`config.mk`:
```
export PLATFORM = sky130hd
export DESIGN_NAME = uart_word_engine
export DESIGN_NICKNAME = d
export VERILOG_FILES = /design/src/rtl/uart_word_engine.sv
export SDC_FILE = /design/constraint.sdc
export NUM_CORES = 1
export LEC_CHECK = 0
export CORE_UTILIZATION = 50
export CTS_BUF_LIST = sky130_fd_sc_hd__clkbuf_8
export DETAILED_ROUTE_END_ITERATION = 12
export GPL_TIMING_DRIVEN = 0
export PLACE_DENSITY = 0.79
export SLEW_MARGIN = 20
export SYNTH_ARGS = -nofsm -noshare
export SYNTH_HDL_FRONTEND = slang
export SYNTH_SLANG_ARGS = --single-unit
```
`constraint.sdc`:
```
create_clock -name clk -period 1.9 [get_ports clk]
set_input_delay 0.285 -clock clk [delete_from_list [all_inputs] [get_ports clk]]
set_output_delay 0.285 -clock clk [all_outputs]
set_load 0.02 [all_outputs]
```
`src/rtl/uart_word_engine.sv`:
```
// Word-to-byte engine between the core IO unit and the UART RX/TX byte buffers.
// Splits 1..WORD_BYTES byte transfers into handshakes, with endianness, RX extension and byte-gap timeout.
module uart_word_engine #(
    parameter int WORD_BYTES = 4,
    parameter int SIZE_W     = 2,
    parameter int TIMEOUT    = 0,
    parameter int CNT_W      = 24
) (
    input  logic                    clk,
    input  logic                    rstn,
    input  logic                    order,
    output logic                    accepted,
    output logic                    done,
    output logic                    error,
    input  logic [SIZE_W-1:0]       size,
    input  logic                    write_flag,
    input  logic                    unsigned_flag,
    input  logic                    little_endian,
    input  logic [8*WORD_BYTES-1:0] write_data,
    output logic [8*WORD_BYTES-1:0] read_data,
    output logic                    i_order,
    input  logic [7:0]              i_data,
    input  logic                    i_done,
    output logic                    o_order,
    output logic [7:0]              o_data,
    input  logic                    o_done
);
    localparam int W       = 8 * WORD_BYTES;
    localparam int LOG2_WB = $clog2(WORD_BYTES);
    localparam int NB_W    = LOG2_WB + 1;
    localparam int IDX_W   = (LOG2_WB > 0) ? LOG2_WB : 1;

    typedef enum logic [1:0] {IDLE, RX, TX} state_e;

    state_e           state_q, state_d;
    logic [NB_W-1:0]  len_q, len_d, rem_q, rem_d, n_req;
    logic [IDX_W-1:0] idx_q, idx_d, idx_start;
    logic             uns_q, uns_d, le_q, le_d;
    logic [W-1:0]     data_q, data_d, rx_q, rx_d, rd_q, rd_d, rx_next;
    logic [CNT_W-1:0] cnt_q, cnt_d;
    logic             done_q, done_d, err_q, err_d;
    logic             iord_q, iord_d, oord_q, oord_d;
    logic [7:0]       odata_q, odata_d;
    logic             hs, last, tmo;

    function automatic logic [7:0] byte_at(input logic [W-1:0] v, input logic [IDX_W-1:0] i);
        logic [W-1:0] s;
        s = v >> {i, 3'b000};
        return s[7:0];
    endfunction

    // The sign bit 8n-1 is isolated as the top bit of the low-n-byte mask.
    function automatic logic [W-1:0] extend(input logic [W-1:0] v, input logic [NB_W-1:0] nb,
                                            input logic uns);
        logic [W-1:0] hi, msb;
        hi  = {W{1'b1}};
        hi  = hi << {nb, 3'b000};
        msb = ~hi ^ (~hi >> 1);
        if (!uns && |(v & msb)) return v | hi;
        return v & ~hi;
    endfunction

    assign accepted  = order & (state_q == IDLE);
    assign hs        = ((state_q == RX) && i_done) || ((state_q == TX) && o_done);
    assign last      = hs && (rem_q == NB_W'(1));
    assign tmo       = (TIMEOUT != 0) && (state_q != IDLE) && !hs && (cnt_q == '0);
    assign idx_start = IDX_W'(n_req - 1'b1);
    assign rx_next   = le_q ? (rx_q | (W'(i_data) << {idx_q, 3'b000})) : ((rx_q << 8) | W'(i_data));

    always_comb begin
        if (int'(size) >= LOG2_WB) n_req = NB_W'(WORD_BYTES);
        else                       n_req = NB_W'(1) << size;
    end

    always_ff @(posedge clk or negedge rstn) begin
        if (!rstn) begin
            state_q <= IDLE;
            len_q   <= '0;
            rem_q   <= '0;
            idx_q   <= '0;
            uns_q   <= 1'b0;
            le_q    <= 1'b0;
            data_q  <= '0;
            rx_q    <= '0;
            rd_q    <= '0;
            cnt_q   <= '0;
            done_q  <= 1'b0;
            err_q   <= 1'b0;
            iord_q  <= 1'b0;
            oord_q  <= 1'b0;
            odata_q <= '0;
        end else begin
            state_q <= state_d;
            len_q   <= len_d;
            rem_q   <= rem_d;
            idx_q   <= idx_d;
            uns_q   <= uns_d;
            le_q    <= le_d;
            data_q  <= data_d;
            rx_q    <= rx_d;
            rd_q    <= rd_d;
            cnt_q   <= cnt_d;
            done_q  <= done_d;
            err_q   <= err_d;
            iord_q  <= iord_d;
            oord_q  <= oord_d;
            odata_q <= odata_d;
        end
    end

    always_comb begin
        state_d = state_q;
        case (state_q)
            IDLE:    if (order) state_d = write_flag ? TX : RX;
            RX, TX:  if (last || tmo) state_d = IDLE;
            default: state_d = IDLE;
        endcase
    end

    always_comb begin
        len_d   = len_q;
        rem_d   = rem_q;
        idx_d   = idx_q;
        uns_d   = uns_q;
        le_d    = le_q;
        data_d  = data_q;
        rx_d    = rx_q;
        rd_d    = rd_q;
        cnt_d   = cnt_q;
        done_d  = 1'b0;
        err_d   = 1'b0;
        iord_d  = iord_q;
        oord_d  = oord_q;
        odata_d = odata_q;
        case (state_q)
            IDLE: if (order) begin
                len_d  = n_req;
                rem_d  = n_req;
                uns_d  = unsigned_flag;
                le_d   = little_endian;
                data_d = write_data;
                rx_d   = '0;
                cnt_d  = CNT_W'(TIMEOUT);
                idx_d  = little_endian ? '0 : idx_start;
                iord_d = ~write_flag;
                oord_d = write_flag;
                if (write_flag) odata_d = byte_at(write_data, idx_d);
            end
            TX: if (o_done) begin
                rem_d = rem_q - 1'b1;
                cnt_d = CNT_W'(TIMEOUT);
                if (last) begin
                    oord_d = 1'b0;
                    done_d = 1'b1;
                end else begin
                    idx_d   = le_q ? idx_q + 1'b1 : idx_q - 1'b1;
                    odata_d = byte_at(data_q, idx_d);
                end
            end else if (tmo) begin
                oord_d = 1'b0;
                done_d = 1'b1;
                err_d  = 1'b1;
            end else if (cnt_q != '0) begin
                cnt_d = cnt_q - 1'b1;
            end
            RX: if (i_done) begin
                rx_d  = rx_next;
                rem_d = rem_q - 1'b1;
                idx_d = idx_q + 1'b1;
                cnt_d = CNT_W'(TIMEOUT);
                if (last) begin
                    iord_d = 1'b0;
                    done_d = 1'b1;
                    rd_d   = extend(rx_next, len_q, uns_q);
                end
            end else if (tmo) begin
                iord_d = 1'b0;
                done_d = 1'b1;
                err_d  = 1'b1;
                rd_d   = '0;
                rx_d   = '0;
            end else if (cnt_q != '0) begin
                cnt_d = cnt_q - 1'b1;
            end
            default: ;
        endcase
    end

    assign done      = done_q;
    assign error     = err_q;
    assign read_data = rd_q;
    assign i_order   = iord_q;
    assign o_order   = oord_q;
    assign o_data    = odata_q;

endmodule
```
# After elaboration in Yosys (flattened, before gate mapping)
# Cells that the tools add are included.
[totals]
regBits = 119
latch_bits = 0
mem_bits_rw = 0
romBits = 0
inputBits = 50
out_inout_bits = 45
n_memories = 0
[op_classes]
addsub = 4
n_mul = 0
n_div = 0
magnitude_cmp = 1
eq_ne = 11
shift = 5
muxes = 42
n_bitwise = 9
n_reduce_logical = 21
[op_table]
columns = ["cell", "count"]
rows = [
  ["$mux W32", 5],
  ["$and A32 B32 Y32", 2],
  ["$or A32 B32 Y32", 2],
  ["$pmux W32 S2", 1],
  ["$shr A32 B5 Y8", 2],
  ["$mux W8", 4],
  ["$not A32 Y32", 1],
  ["$or A32 B8 Y32", 1],
  ["$reduce_or A32 Y1", 1],
  ["$shl A32 B6 Y32 const A", 1],
  ["$shl A8 B5 Y32", 1],
  ["$xor A32 B31 Y32", 1],
  ["$mux W2", 9],
  ["$ne A2 B2 Y1 const B", 8],
  ["$pmux W8 S2", 1],
  ["$mux W1", 12],
  ["$mux W3", 4],
  ["$reduce_and A4 Y1", 3],
  ["$reduce_and A5 Y1", 2],
  ["$pmux W3 S3", 1],
  ["$pmux W1 S2", 3],
  ["$pmux W2 S3", 1],
  ["$reduce_and A3 Y1", 2],
  ["$logic_and A1 B1 Y1", 4],
  ["18 further kinds", 21],
]

# Depth between registers and ports, before layout
[logic_depth]
depth_word = 11
depth_mapped = 9
depth_no_buf = 7

# Least setup slack after synthesis
# No wires, ideal clock.
[synth_path]
path_kind = "register to register"
startpoint = "reg state_q[0]"
endpoint = "reg odata_q[7] (netlist: o_data[7])"
setup_time_ns = 0.128
arrival_ns = 1.907
required_ns = 1.772
setup_slack_ns = -0.134
path_stages_with_launch = 8
n_path_buf = 1
period_less_slack_ns = 2.034
path_cell_list = "dfrtp_1 > inv_1 > ha_1 > buf_6 > nor2b_2 > or3_4 > a221o_1 > mux2_1"
[synth_via]
elab_chain_cells = 6
elab_cells_between_ends = 14
classes_between = "eq/ne: 6; mux: 1; reduce/logical: 7"
[synth_lines]
columns = ["item", "line", "rtl"]
rows = [
  ["start, declared", "35", "state_e state_q, state_d;"],
  ["start signal, assigned", "93", "state_q <= state_d;"],
  ["$eq A2 B1 Y1 or $eq A2 B2 Y1 (tied branches)", "--", ""],
  ["$logic_and A1 B1 Y1", "64", "assign hs = ((state_q == RX) && i_done) || ((state_q == TX) && o_done);"],
  ["$logic_or A1 B1 Y1", "64", ""],
  ["$logic_and A1 B1 Y1", "65", "assign last = hs && (rem_q == NB_W'(1));"],
  ["$ne A2 B2 Y1 (no source line)", "--", ""],
  ["$reduce_and A5 Y1 (no source line)", "--", ""],
  ["end signal, assigned", "107", "odata_q <= odata_d;"],
  ["end, declared", "43", "logic [7:0] odata_q, odata_d;"],
]
# Parallel ways exist; a longest one is shown, timed or not.
# A chain may end at the register's enable or synchronous reset.

# Worst setup path in the final report
# Same ends and word-level chain as after synthesis.

==> summary.txt <==
Drt
  • Vias per cell: about 6
  • DR vias: around 5.3k
  • Drt wl/cell: between 20 and 25 um
  • Final WL: roughly 18000 um
  • DRT iter0 DRCs: between 400 and 500
  • Post-DRT Antenna Nets: 0
  • Number of remaining DRC errors: 0
  • First-pass detailed-route iteration total: 6

Critical path
  • Worst-case reg-to-reg path depth: 6
  • CP Capture Point: o_data[7]
  • CP max FO: 10
  • FF-to-FF setup slack: -0.19 ns
  • CP Capture Type: flop
  • CP Launch Type: flop
  • Worst setup path class: reg2reg
  • Crit path DAT: between 2 and 2.5 ns
  • CP startpoint: state_q[0]
  • Worst flop-to-flop path startpoint: state_q[0]
  • CP required: 2.24 ns
  • FF-to-FF End: o_data[7]

Die
  • Die Ht: about 110 um
  • Ports: between 90 and 100
  • Die area: roughly 12000 um2
  • Die width: about 110 um
  • Num rows: 39
  • Initial Util: 51.4%
  • Area of the core: 11400 um2

STA
  • Final Hold Vio Count: 0
  • Tcrit/Tclk final: 110%
  • Tmin final: between 2 and 2.5 ns
  • Final setup fails: 34
  • Final Slew Violations: 0
  • Slew headroom: approximately 47%
  • Final worst slack: -0.186 ns
  • Max frequency: ~0.48 GHz
  • Min Hold Slack: 0.349 ns
  • Worst slew pin tran: about 0.8 ns
  • RSZ-0062 raised after global routing: yes
  • Clock Skew: between 0.01 and 0.015 ns

Power and ir drop
  • PwrDens: roughly 1800 nW/um2
  • Design Power: roughly 14 mW
  • Leakage: ~3.5 nW
  • Peak supply drop: around 1.1 mV

Global routing
  • Initial antenna violation count: 0
  • Gr ovfl total: 0
  • First-pass GRT wire length: ~26000 um
  • Vias in the first global route: between 5k and 6k
  • Pin count of the biggest net entering global routing: between 70 and 80
  • Gr usage total: 29.5%

Place
  • Post-DP HPWL: ~11000 um
  • GPL Wtd Cong: between 0.8 and 0.9
  • Port bufs: a little over 90

Synthesis
  • Synth cell types: 50
  • Synth Cell Area: between 5000 and 6000 um2
  • Post-synth EDFFs: 0
  • Synth warn: 0
  • Flops & latches, synth: ~120
  • Synth Flop Type: dfrtp_1
  • FFs w/ async S/R, synth: 100%
  • Sequential area share after synthesis: between 50 and 60%
  • Area contributors post-synth: dfrtp_1 (51%), a21oi_1 (7.8%), mux2_2 (6.7%), a22o_1 (3.9%), o21ai_0 (3.3%)
  • Leading area contributor after synthesis: dfrtp_1
  • Cells after synthesis: 571
  • Syn nets: 626
  • Syn_area_per_cell: 10.3 um2
  • Top cell type's share of synthesized area: around 51%

Cells and area
  • Final nets: a little under 800
  • Area occupied by multi-input gates: 2930 um2
  • Sequential cell area: around 3000 um2
  • Ant diodes: 0
  • Fillers: about 800
  • Share of layout cells above drive strength 1: between 20 and 30%
  • Syn-to-layout area delta: 39.8%

Clock network
  • Clock root cell: clkbuf_8
  • TritonCTS Sinks: roughly 120
  • CTS H-tree depth: 4
  • CTS tree: built
  • Max clock buf depth: 2
  • Clock transition at path regs: 0.07 ns
  • CTS Buf Count: 17
  • Worst-Skew Late Latency: between 0.4 and 0.5 ns

Status
  • Status: finished, violations left
  • Failing checks: setup timing

Min path
  • HP Class: in2async

Run
  • Max-cap viol count: 0
[cells in the mapped netlist, types with 2 or more instances]
master / n
a211oi_1: 7
a21o_1: 2
a21oi_1: 91
a221oi_1: 7
a22o_1: 26
a22oi_1: 9
a31o_1: 3
a31oi_1: 2
buf_1: 3
buf_2: 6
buf_4: 5
buf_6: 2
clkbuf_1: 26
dfrtp_1: 119
ha_1: 5
inv_1: 14
mux2_1: 3
mux2_2: 35
mux2i_1: 3
mux4_2: 8
nand2_1: 36
nand2b_1: 4
nor2_1: 50
nor2b_1: 16
nor3_1: 2
o21ai_0: 39
o21ai_1: 15
o22a_1: 7
o22ai_1: 2
o32ai_1: 2
or2_2: 3
[power by group]
part           leakage [nW]  switching [mW]  total (mW)  internal, mW
combinational          1.73            3.88        7.50          3.62
sequential             1.51           0.744        4.31          3.56
clock                 0.230            1.06        2.65          1.58
[per-stage QoR]
| step | utilization [%] | worst slack, ns | TNS, ns | instances | area (um2) |
|---|---|---|---|---|---|
| 2_1_floorplan | - | -0.0570 | -0.344 | 571 | 5890 |
| 4_1_cts | 68.7 | -0.155 | -1.18 | 862 | 7840 |
| 3_3_place_gp | 61.3 | -3.92 | -493.68 | 807 | 7000 |
| 6_report | 71.9 | -0.186 | -1.73 | 873 | 8210 |
| 3_5_place_dp | 61.6 | -0.938 | -33.75 | 808 | 7030 |
| 5_1_grt | 71.9 | -0.223 | -4.01 | 873 | 8210 |
[repair_timing]
item,4_1_cts,5_1_grt
buffers inserted,25,11
gates cloned,0,4
hold buffers,1,0
resized for setup,60,91
setup endpoints to repair,110,75
hold endpoints to repair,49,0
pin swaps,4,22
[critical path, stage by stage, from the launching register on]
cell     delay (ns)
dfrtp_1        0.41
inv_2          0.09
ha_4           0.22
nor2b_4        0.16
or3_4          0.37
a221o_2        0.39
mux2_4         0.32
[registers in the layout, indices dropped and copies added, names as in the netlist]
name / count
read_data: 32
i_order: 1
idx_q: 2
le_q: 1
rem_q: 3
o_order: 1
data_q: 32
rx_q: 32
len_q: 3
state_q: 2
done: 1
uns_q: 1
o_data: 8
[how the worst min path moves through the flow]
| stage | depth (start not counted) | end | slack, ns |
|---|---|---|---|
| 2_1_floorplan | 0 | data_q[0] | -0.01 |
| 3_3_place_gp | 2 | read_data[2] | 0.46 |
| 3_5_place_dp | 1 | read_data[6] | 0.26 |
| 4_1_cts | 2 | read_data[12] | 0.34 |
| 5_1_grt | 2 | read_data[5] | 0.39 |
| 6_report | 2 | read_data[6] | 0.35 |
[layer usage]
| layer | track usage, % | part of all wire (%) |
|---|---|---|
| met1 | 37.9 | 42 |
| met2 | 47.5 | 49 |
| met3 | 8.29 | 6.6 |
| met4 | 11.7 | 2.6 |
| met5 | 0 | 0 |
[final cells by class]
| class | instances | share of cell area [%] |
|---|---|---|
| tap | 143 | 2.18 |
| clock buffer | 18 | 3.02 |
| multi-input combinational | 396 | 35.7 |
| timing repair buffer | 134 | 16.3 |
| inverter | 14 | 0.686 |
| clock inverter | 14 | 2.52 |
| sequential | 119 | 36.3 |
| buffer | 35 | 3.34 |
[cell usage in the layout (no fill, tap or decap), types with 4 or more instances in the layout]
cell type / count
dfrtp_1: 118
clkdlybuf4s50_1: 91
a21oi_1: 71
nor2_1: 47
buf_4: 36
mux2_2: 35
o21ai_0: 31
nand2_1: 26
a22o_1: 26
a21oi_2: 18
clkbuf_8: 18
o21ai_1: 16
nor2b_1: 13
buf_6: 12
inv_1: 10
clkbuf_1: 9
a22oi_1: 9
nand2_2: 8
mux4_2: 8
buf_8: 7
clkbuf_2: 7
a211oi_1: 7
o22a_1: 7
a221oi_1: 7
o21ai_2: 6
bufinv_16: 5
inv_2: 4
nand2b_1: 4
clkinv_2: 4
[cells by family (layout without fill, tap and decap cells)]
kind of cell | after synthesis | count (layout) | synth area share (%)
xor+xnor | 1 | 1 | 0.277
simple gates | 121 | 121 | 9.70
buf+inv | 56 | 215 | 4.28
flops | 119 | 119 | 50.7
compound gates | 219 | 219 | 23.0
mux | 49 | 49 | 10.9
other cells | 1 | 1 | 0.0639
fa+ha+maj | 5 | 5 | 1.07
(Power assumes the default switching activity.)
